===== src/rtl/fdd_flux_pkg.sv =====
// fdd_flux_pkg: RLE code values, prescale limits and the interval-to-code helper for fdd_flux_capture
package fdd_flux_pkg;
   localparam logic [7:0] CODE_OVR = 8'h00;
   localparam logic [7:0] CODE_IDX = 8'h01;
   localparam logic [7:0] CODE_MIN = 8'h02;
   localparam int SHIFT_MIN = 0;
   localparam int SHIFT_MAX = 4;
   typedef logic [7:0] code_t;
   function automatic code_t rle_code(input logic ovr, input code_t c);
      return ovr ? CODE_OVR : (c < CODE_MIN) ? CODE_MIN : c;
   endfunction
endpackage


===== src/rtl/fdd_flux_fifo.sv =====
// fdd_flux_fifo: first-word-fall-through byte FIFO with synchronous flush and registered level
module fdd_flux_fifo #(
   parameter int DEPTH = 16,
   localparam int AW = $clog2(DEPTH)
) (
   input  logic        clk,
   input  logic        rst_n,
   input  logic        flush,
   input  logic        push,
   input  logic [7:0]  din,
   input  logic        pop,
   output logic [7:0]  dout,
   output logic        full,
   output logic        empty,
   output logic [AW:0] level
);
   logic [7:0] mem [DEPTH];
   logic [AW-1:0] wr_ptr, rd_ptr;
   logic do_push, do_pop;
   assign full = level == (AW+1)'(DEPTH);
   assign empty = level == '0;
   assign do_pop = pop && !empty;
   assign do_push = push && (!full || do_pop);
   assign dout = empty ? '0 : mem[rd_ptr];
   always_ff @(posedge clk or negedge rst_n)
      if (!rst_n) begin
         wr_ptr <= '0;
         rd_ptr <= '0;
         level <= '0;
      end else if (flush) begin
         wr_ptr <= '0;
         rd_ptr <= '0;
         level <= '0;
      end else begin
         if (do_push) wr_ptr <= wr_ptr + AW'(1);
         if (do_pop) rd_ptr <= rd_ptr + AW'(1);
         level <= level + (AW+1)'(do_push) - (AW+1)'(do_pop);
      end
   always_ff @(posedge clk)
      if (do_push && !flush) mem[wr_ptr] <= din;
endmodule


===== src/rtl/fdd_flux_capture.sv =====
// fdd_flux_capture: FDD flux-interval RLE capture into a FWFT FIFO for DMA; FDD_IDX_MARK_EN adds index marker codes
module fdd_flux_capture
   import fdd_flux_pkg::*;
#(
   parameter int SHIFT = 1,
   parameter int DEPTH = 16,
   parameter int DCNT_W = 19
) (
   input  logic                     clk,
   input  logic                     rst_n,
   input  logic                     run,
   input  logic                     rdat_n,
   input  logic                     idx_n,
   input  logic                     req,
   output logic                     stb,
   output logic [7:0]               data,
   output logic                     stop,
   input  logic                     cnt_latch,
   output logic [DCNT_W-1:0]        data_cnt_l,
   output logic                     ovf,
   output logic [$clog2(DEPTH):0]   level
);
   localparam int SH = SHIFT < SHIFT_MIN ? SHIFT_MIN : SHIFT > SHIFT_MAX ? SHIFT_MAX : SHIFT;
   localparam int CW = 8 + SH + 1;
   logic [2:0] rdat_s;
   logic run_r, flux, ovr, start, flush, flux_push, push, full, empty;
   logic [CW-1:0] cnt, c;
   logic [7:0] code, din;
   logic [DCNT_W-1:0] data_cnt;
   assign flux = rdat_s[1] & ~rdat_s[2];
   assign c = cnt >> SH;
   assign ovr = &cnt || |c[CW-1:8];
   assign code = rle_code(ovr, c[7:0]);
   assign start = run & ~run_r;
   assign stop = run_r & ~run;
   assign flush = start | stop;
   assign flux_push = flux & run & run_r;
   assign stb = req & run & ~empty;
`ifdef FDD_IDX_MARK_EN
   logic [2:0] idx_s;
   logic idx_ev, idx_pend, idx_push;
   assign idx_ev = idx_s[2] & ~idx_s[1];
   assign idx_push = idx_pend & run & run_r & ~flux_push;
   assign push = flux_push | idx_push;
   assign din = flux_push ? code : CODE_IDX;
   // a marker only waits behind a flux push; repeat index events collapse into one pending marker
   always_ff @(posedge clk or negedge rst_n)
      if (!rst_n) begin
         idx_s <= '1;
         idx_pend <= 1'b0;
      end else begin
         idx_s <= {idx_s[1:0], idx_n};
         idx_pend <= (start || !run) ? 1'b0 : idx_ev ? 1'b1 : idx_push ? 1'b0 : idx_pend;
      end
`else
   logic unused_idx;
   assign unused_idx = idx_n;
   assign push = flux_push;
   assign din = code;
`endif
   always_ff @(posedge clk or negedge rst_n)
      if (!rst_n) begin
         rdat_s <= '1;
         run_r <= 1'b0;
         cnt <= '1;
         ovf <= 1'b0;
         data_cnt <= '0;
         data_cnt_l <= '0;
      end else begin
         rdat_s <= {rdat_s[1:0], rdat_n};
         run_r <= run;
         cnt <= flux ? CW'(1) : &cnt ? cnt : cnt + CW'(1);
         ovf <= start ? 1'b0 : (push && full && !stb) ? 1'b1 : ovf;
         data_cnt <= start ? '0 : stb ? data_cnt + DCNT_W'(1) : data_cnt;
         if (cnt_latch) data_cnt_l <= data_cnt;
      end
   fdd_flux_fifo #(.DEPTH(DEPTH)) u_fifo (
      .clk(clk),
      .rst_n(rst_n),
      .flush(flush),
      .push(push),
      .din(din),
      .pop(stb),
      .dout(data),
      .full(full),
      .empty(empty),
      .level(level)
   );
endmodule


===== config.mk =====
export PLATFORM = sky130hd
export DESIGN_NAME = fdd_flux_capture
export DESIGN_NICKNAME = d
export VERILOG_FILES = /design/src/rtl/fdd_flux_pkg.sv /design/src/rtl/fdd_flux_fifo.sv /design/src/rtl/fdd_flux_capture.sv
export SDC_FILE = /design/constraint.sdc
export NUM_CORES = 1
export LEC_CHECK = 0
export BUFFER_PORTS_ARGS = -buffer_cell sky130_fd_sc_hd__buf_2
export CORE_ASPECT_RATIO = 0.6
export CORE_MARGIN = 2
export CORE_UTILIZATION = 65
export CTS_CLUSTER_SIZE = 40
export DETAILED_ROUTE_END_ITERATION = 8
export PLACE_DENSITY = 0.82
export SLEW_MARGIN = 20
export SYNTH_ARGS = -nofsm -noshare
export SYNTH_HDL_FRONTEND = slang
export SYNTH_HIERARCHICAL = 1
export SYNTH_SLANG_ARGS = --single-unit

===== constraint.sdc =====
create_clock -name clk -period 8.05 [get_ports clk]
set_input_delay 0.4025 -clock clk [delete_from_list [all_inputs] [get_ports clk]]
set_output_delay 0.4025 -clock clk [all_outputs]
set_load 0.01 [all_outputs]

Word level (Yosys, flattened, before mapping):

Memories as Yosys holds them, arrays and structs flattened.
Index checks and enable logic that the tools add are counted.

* register bits after elaboration: 66
* RAM bits: 128
* output and inout bits: 35
* logic and storage cells: 64
* memories kept: 1

* add/sub/neg operators: 6
* magnitude comparators: 1
* equal/unequal tests: 2
* mux-type cells: 16
* bitwise logic cells: 12
* reductions and logical operators: 17

Memories
* u_fifo.mem: depth 16, bits a word 8, rd ports 1, clocked after memory_dff 0, wr ports 1, RTL line fdd_flux_fifo.sv:17 `logic [7:0] mem [DEPTH];`

Operator list (number)
* $mux 19: 2
* $mux 8: 3
* $mux 10: 2
* $add 19x1->19 const B: 1
* $mux 4: 4
* $add 10x1->10 const B: 1
* $reduce_and 10->1: 1
* $add 4x1->4 const B: 2
* $lt 8x2->1 const B: 1
* $reduce_bool 2->1: 4
* $and 1x1->1: 7
* $add 5x1->5: 1
* $eq 5x5->1 const B: 1
* $logic_and 1x1->1: 5
* $logic_not 5->1: 1
* $mux 5: 1
* $sub 5x1->5: 1
* $logic_not 1->1: 4
* $mux 1: 4
* $not 1->1: 4
* $logic_or 1x1->1: 2
* $ne 2x2->1 const B: 1
* $or 1x1->1: 1

Logic depth before layout (Yosys ltp):

* depth in word-level cells: 9
* gate-level depth with buffers: 16
* mapped depth without buffers: 14

Cells and area by module:

The synthesis kept the hierarchy.

Modules (own cells, without submodules)
* fdd_flux_fifo: times used 1, cells an instance 308, area each 5898.2 sq um, seq. area each 4169.0 sq um
* fdd_flux_capture: times used 1, cells an instance 222, area each 2482.4 sq um, seq. area each 1342.5 sq um

Least setup slack after synthesis:

Ideal clock, no wire load.

* path kind: register to register
* start: register u_fifo.level[3]
* end: register u_fifo.level[4]
* library setup time: 0.078 ns
* arrival time: 3.751 ns
* data required time: 7.972 ns
* setup slack: 4.221 ns
* stages on the path, launching flop included: 17
* path buffers: 2
* period minus slack after synthesis: 3.829 ns
* cell sequence: dfrtp_1 inv_1 ha_1 or4b_2 clkbuf_1 inv_1 nand3b_4 inv_1 o21ai_0 clkbuf_1 mux2i_1 ha_1 fa_1 a21oi_1 nor2_1 or3_1 a21oi_1

* longest elaborated chain between the ends: 9
* elaborated cells on any way between the ends: 12
* classes of those cells: add/sub: 2; eq/ne: 1; mux: 1; bitwise: 2; reduce/logical: 6

RTL lines
* start, declared: RTL line fdd_flux_fifo.sv:15 `output logic [AW:0] level`
* start signal, assigned: RTL line fdd_flux_fifo.sv:37 `level <= level + (AW+1)'(do_push) - (AW+1)'(do_pop);`
* $logic_not 5->1 *: RTL line fdd_flux_fifo.sv:21 `assign empty = level == '0;`
* net empty: RTL line fdd_flux_capture.sv:26 `logic run_r, flux, ovr, start, flush, flux_push, push, full, empty;`
* $not 1->1 *: RTL line fdd_flux_capture.sv:38 `assign stb = req & run & ~empty;`
* $and 1x1->1 *: RTL line fdd_flux_capture.sv:38
* net stb: RTL line fdd_flux_capture.sv:15 `output logic stb,`
* $logic_and 1x1->1 *: RTL line fdd_flux_fifo.sv:22 `assign do_pop = pop && !empty;`
* $logic_or 1x1->1: RTL line fdd_flux_fifo.sv:23 `assign do_push = push && (!full || do_pop);`
* $logic_and 1x1->1: RTL line fdd_flux_fifo.sv:23
* $add 5x1->5: RTL line fdd_flux_fifo.sv:37
* $sub 5x1->5 *: RTL line fdd_flux_fifo.sv:37
* $mux 5 *: RTL line fdd_flux_fifo.sv:30 `end else if (flush) begin`

Mark *: on every way through the listed nets, which the timed path passes. The rest lies on a longest branch.
A chain may end at the register's enable or synchronous reset.

Worst setup path after layout:

* start: register u_fifo.level[2]
* end: register u_fifo.level[4]

* longest elaborated chain between the ends: 9
* elaborated cells on any way between the ends: 12
* classes of those cells: add/sub: 2; eq/ne: 1; mux: 1; bitwise: 2; reduce/logical: 6

RTL lines (RTL line)
* $logic_not 5->1 *: fdd_flux_fifo.sv:21
* net empty: fdd_flux_capture.sv:26
* $not 1->1: fdd_flux_capture.sv:38
* $and 1x1->1: fdd_flux_capture.sv:38
* $logic_and 1x1->1 *: fdd_flux_fifo.sv:22
* $logic_or 1x1->1: fdd_flux_fifo.sv:23
* $logic_and 1x1->1: fdd_flux_fifo.sv:23
* $add 5x1->5: fdd_flux_fifo.sv:37
* $sub 5x1->5 *: fdd_flux_fifo.sv:37
* $mux 5 *: fdd_flux_fifo.sv:30

Marked as above.

==> results.toml <==
[critical_path]
cp-start-kind = "flip-flop"
cp.required_ns = 8.40
reg2reg_slack_ns = 3.93
cp-end-kind = "flip-flop"
cp_data_arrival_time_ns = 4.47
cp_top_family = "simple AND/OR/NAND/NOR gates"
cpPeakStageDelay_ns = 0.77
reg2regPathDepth = 15
crit_type = "flip-flop to flip-flop"
path_common_cell = "inv_1"
path_buf_inv = 4
r2r_start = "u_fifo/level[2]$_DFF_PN0_"
crit_path_max_fanout = 21
critPathSlowestCell = "or4b_2"
crit_chain = "inv_1 -> ha_1 -> or4b_2 -> inv_1 -> nand3b_4 -> inv_1 -> o21ai_1 -> buf_4 -> mux2i_1 -> ha_1 -> fa_1 -> a21oi_1 -> nor2_1 -> or3_1 -> a21oi_1"
rr_endpoint = "u_fifo/level[4]$_DFF_PN0_"

[grt]
grt_pass1_wl_mm = 27.0
grt_pass1_vias = 4740
grt_overflow = 0
antenna_found_initial = 0
grt_max_degree = 67
grtUsageTotal_pct = 26.9

[layout]
diodes = 0
drive_above_1_share_pct = 28.8
area_growth_syn_to_layout_pct = 11.1
postLayoutCellArea_um2 = 9310
final_common_cell = "edfxtp_1"
final_cells = 757
fillCellCount = 762
final_cell_mix = "128 x edfxtp_1, 52 x dfrtp_1, 40 x buf_2"
nets = 597

[clock_network]
cts_tree = "done"
hold_buffers = 0
insertion_delay_ns = 0.43
cts-htree-levels = 4
numCtsBuffers = 17
cts_buffer_depth = 2
clockRootBuffer = "clkbuf_16"
cts_setup_buffers = 0
clock-sinks = 194
path_clk_slew_ns = 0.07
cts-resized-gates = 0

[routing]
vias = 4911
remaining_drc_errors = 0
firstDrtPassIters = 5
ant_nets = 0
wl_per_cell_um = 23.0
drt-total-wl_mm = 17.4
first_iter_violations = 539
vias_per_cell = 6.49

[placed_design]
io_buffers = 40
dp.cells = 726
placedInstanceArea_um2 = 8700
place.gp.congestion = 0.892
hpwl_mm = 11.0

[timing]
max_freq_mhz = 243
period_share_pct = 51.2
drv_slew = 0
setup_viol = 0
setup_tns_ns = 0
finalHoldViolCount = 0
rsz0062_at_grt = "no"
max-slew-margin-rel_pct = 44.4
tightest_slew_ns = 0.829
min_period_ns = 4.12
clock_skew_ns = 0.00865

[pwr]
p_leak_nw = 3.45
power.density_nw_per_um2 = 256
ir_drop_uv = 186

[floorplanning]
start_util_pct = 65.8
ioPinCount = 42
fp-row-count = 32
dieArea_um2 = 13800
coreArea_um2 = 12700
die_h_um = 92.0
fp.dieW_um = 151

[logic_synthesis]
yosys-top-cells-area = "edfxtp_1 46%, dfrtp_1 16%, mux4_2 6.4%"
yosysTopAreaCell = "edfxtp_1"
yosysTopAreaCellShare_pct = 45.9
yosysWarnings = 6
synth_flop_cell = "edfxtp_1"
seq_area_frac_synth_pct = 65.8
synth-seq-cells = 194
syn_inst = 530
synth_nets = 552
synth_area_um2 = 8380
async_reset_ff_share_pct = 34.0
synth_edf_count = 128
post_synth.cell_area_avg_um2 = 15.8
synth_cell_types = 49

[status]
status = "finished, final reports clean"

[min_path]
hold_depth = 1
worstHoldStart = "rdat_n"
hold_class = "input pin to flip-flop"
whs_endpoint = "rdat_s[0]$_DFF_PN1_"

[flow_run]
drv_cap = 0
==> routing by layer <==
| metal | wire (µm) | global-route usage, % | part of all wire, % |
|---|---|---|---|
| met3 | 1420 | 7.06 | 8.2 |
| met1 | 7770 | 41.0 | 45 |
| met5 | 0 | 1.54 | 0 |
| met4 | 317 | 9.27 | 1.8 |
| met2 | 7870 | 38.0 | 45 |
==> how the worst max path moves through the flow <==
stage,from,endpoint,cells after the start
6_report,u_fifo/level[2]$_DFF_PN0_,u_fifo/level[4]$_DFF_PN0_,15
3_5_place_dp,u_fifo/level[3]$_DFF_PN0_,u_fifo/level[4]$_DFF_PN0_,15
5_1_grt,u_fifo/level[2]$_DFF_PN0_,u_fifo/level[4]$_DFF_PN0_,15
3_3_place_gp,u_fifo/level[3]$_DFF_PN0_,u_fifo/level[4]$_DFF_PN0_,15
2_1_floorplan,u_fifo/level[3]$_DFF_PN0_,u_fifo/level[4]$_DFF_PN0_,16
4_1_cts,u_fifo/level[2]$_DFF_PN0_,u_fifo/level[4]$_DFF_PN0_,15
==> cell families (layout without fill, tap and decap cells) <==
logic type	after synthesis	count (layout)	synth area share, %
buffers and inverters	43	100	3.19
multiplexers	71	71	14.0
AO/OA/AOI/OAI	59	59	4.03
flip-flops	194	194	65.8
adder cells (fa/ha/maj)	15	15	2.33
AND/OR/NAND/NOR	129	129	8.67
XOR/XNOR	19	19	1.99
==> power by group <==
part | switching [mW] | leakage [nW] | internal, mW
sequential | 0.0350 | 2.03 | 1.13
clock | 0.383 | 0.267 | 0.435
combinational | 0.242 | 1.15 | 0.155
==> through the flow <==
step           utilization (%)  worst slack, ns  total power [mW]  hold slack [ns]
5_1_grt                   73.1             3.75              2.46           0.0638
3_3_place_gp              68.3             4.26              1.54            0.349
3_5_place_dp              68.3             4.15              1.56            0.350
4_1_cts                   72.8             4.02              2.38           0.0680
6_report                  73.1             3.93              2.38           0.0744
2_1_floorplan                -             4.22              1.44            0.107
==> sequential cells by signal (all words and copies together), names as in the netlist <==
signal and flops:
cnt 10, data_cnt 19, data_cnt_l 19, ovf 1
rdat_s 3, run_r 1, u_fifo/level 5, u_fifo/mem 128
u_fifo/rd_ptr 4, u_fifo/wr_ptr 4
==> layout make-up <==
cell class                      count  area [µm²]  share of cell area, %
Sequential cell                   194        5510                   59.2
Multi-Input combinational cell    293        2650                   28.4
Clock buffer                       17         425                   4.57
Timing Repair Buffer               56         320                   3.44
Tap cell                          170         213                   2.28
Clock inverter                     14         144                   1.55
Inverter                           13        48.8                  0.524
==> cells in the mapped netlist (2+ instances only) <==
cell type and n:
edfxtp_1 128, dfrtp_1 53, a21oi_1 27, mux2_2 27
nor2_1 26, mux4_2 24, nor3_1 17, nand2_1 16
ha_1 14, dfstp_2 13, inv_1 13, nand3_1 13
mux2i_1 12, clkbuf_1 11, o21ai_0 11, nor2b_1 10
or4_1 10, xnor2_1 10, o31ai_1 9, xor2_1 9
mux4_1 8, nand2b_1 7, buf_2 6, and4_1 5
nand4_1 5, nor4_1 5, a31oi_1 4, buf_6 4
buf_4 3, clkbuf_8 3, nor3b_1 3, o21ai_1 3
a311oi_1 2, and3_1 2, nand3_2 2, or3_1 2
Note: power is estimated with default switching activity, not from simulation.
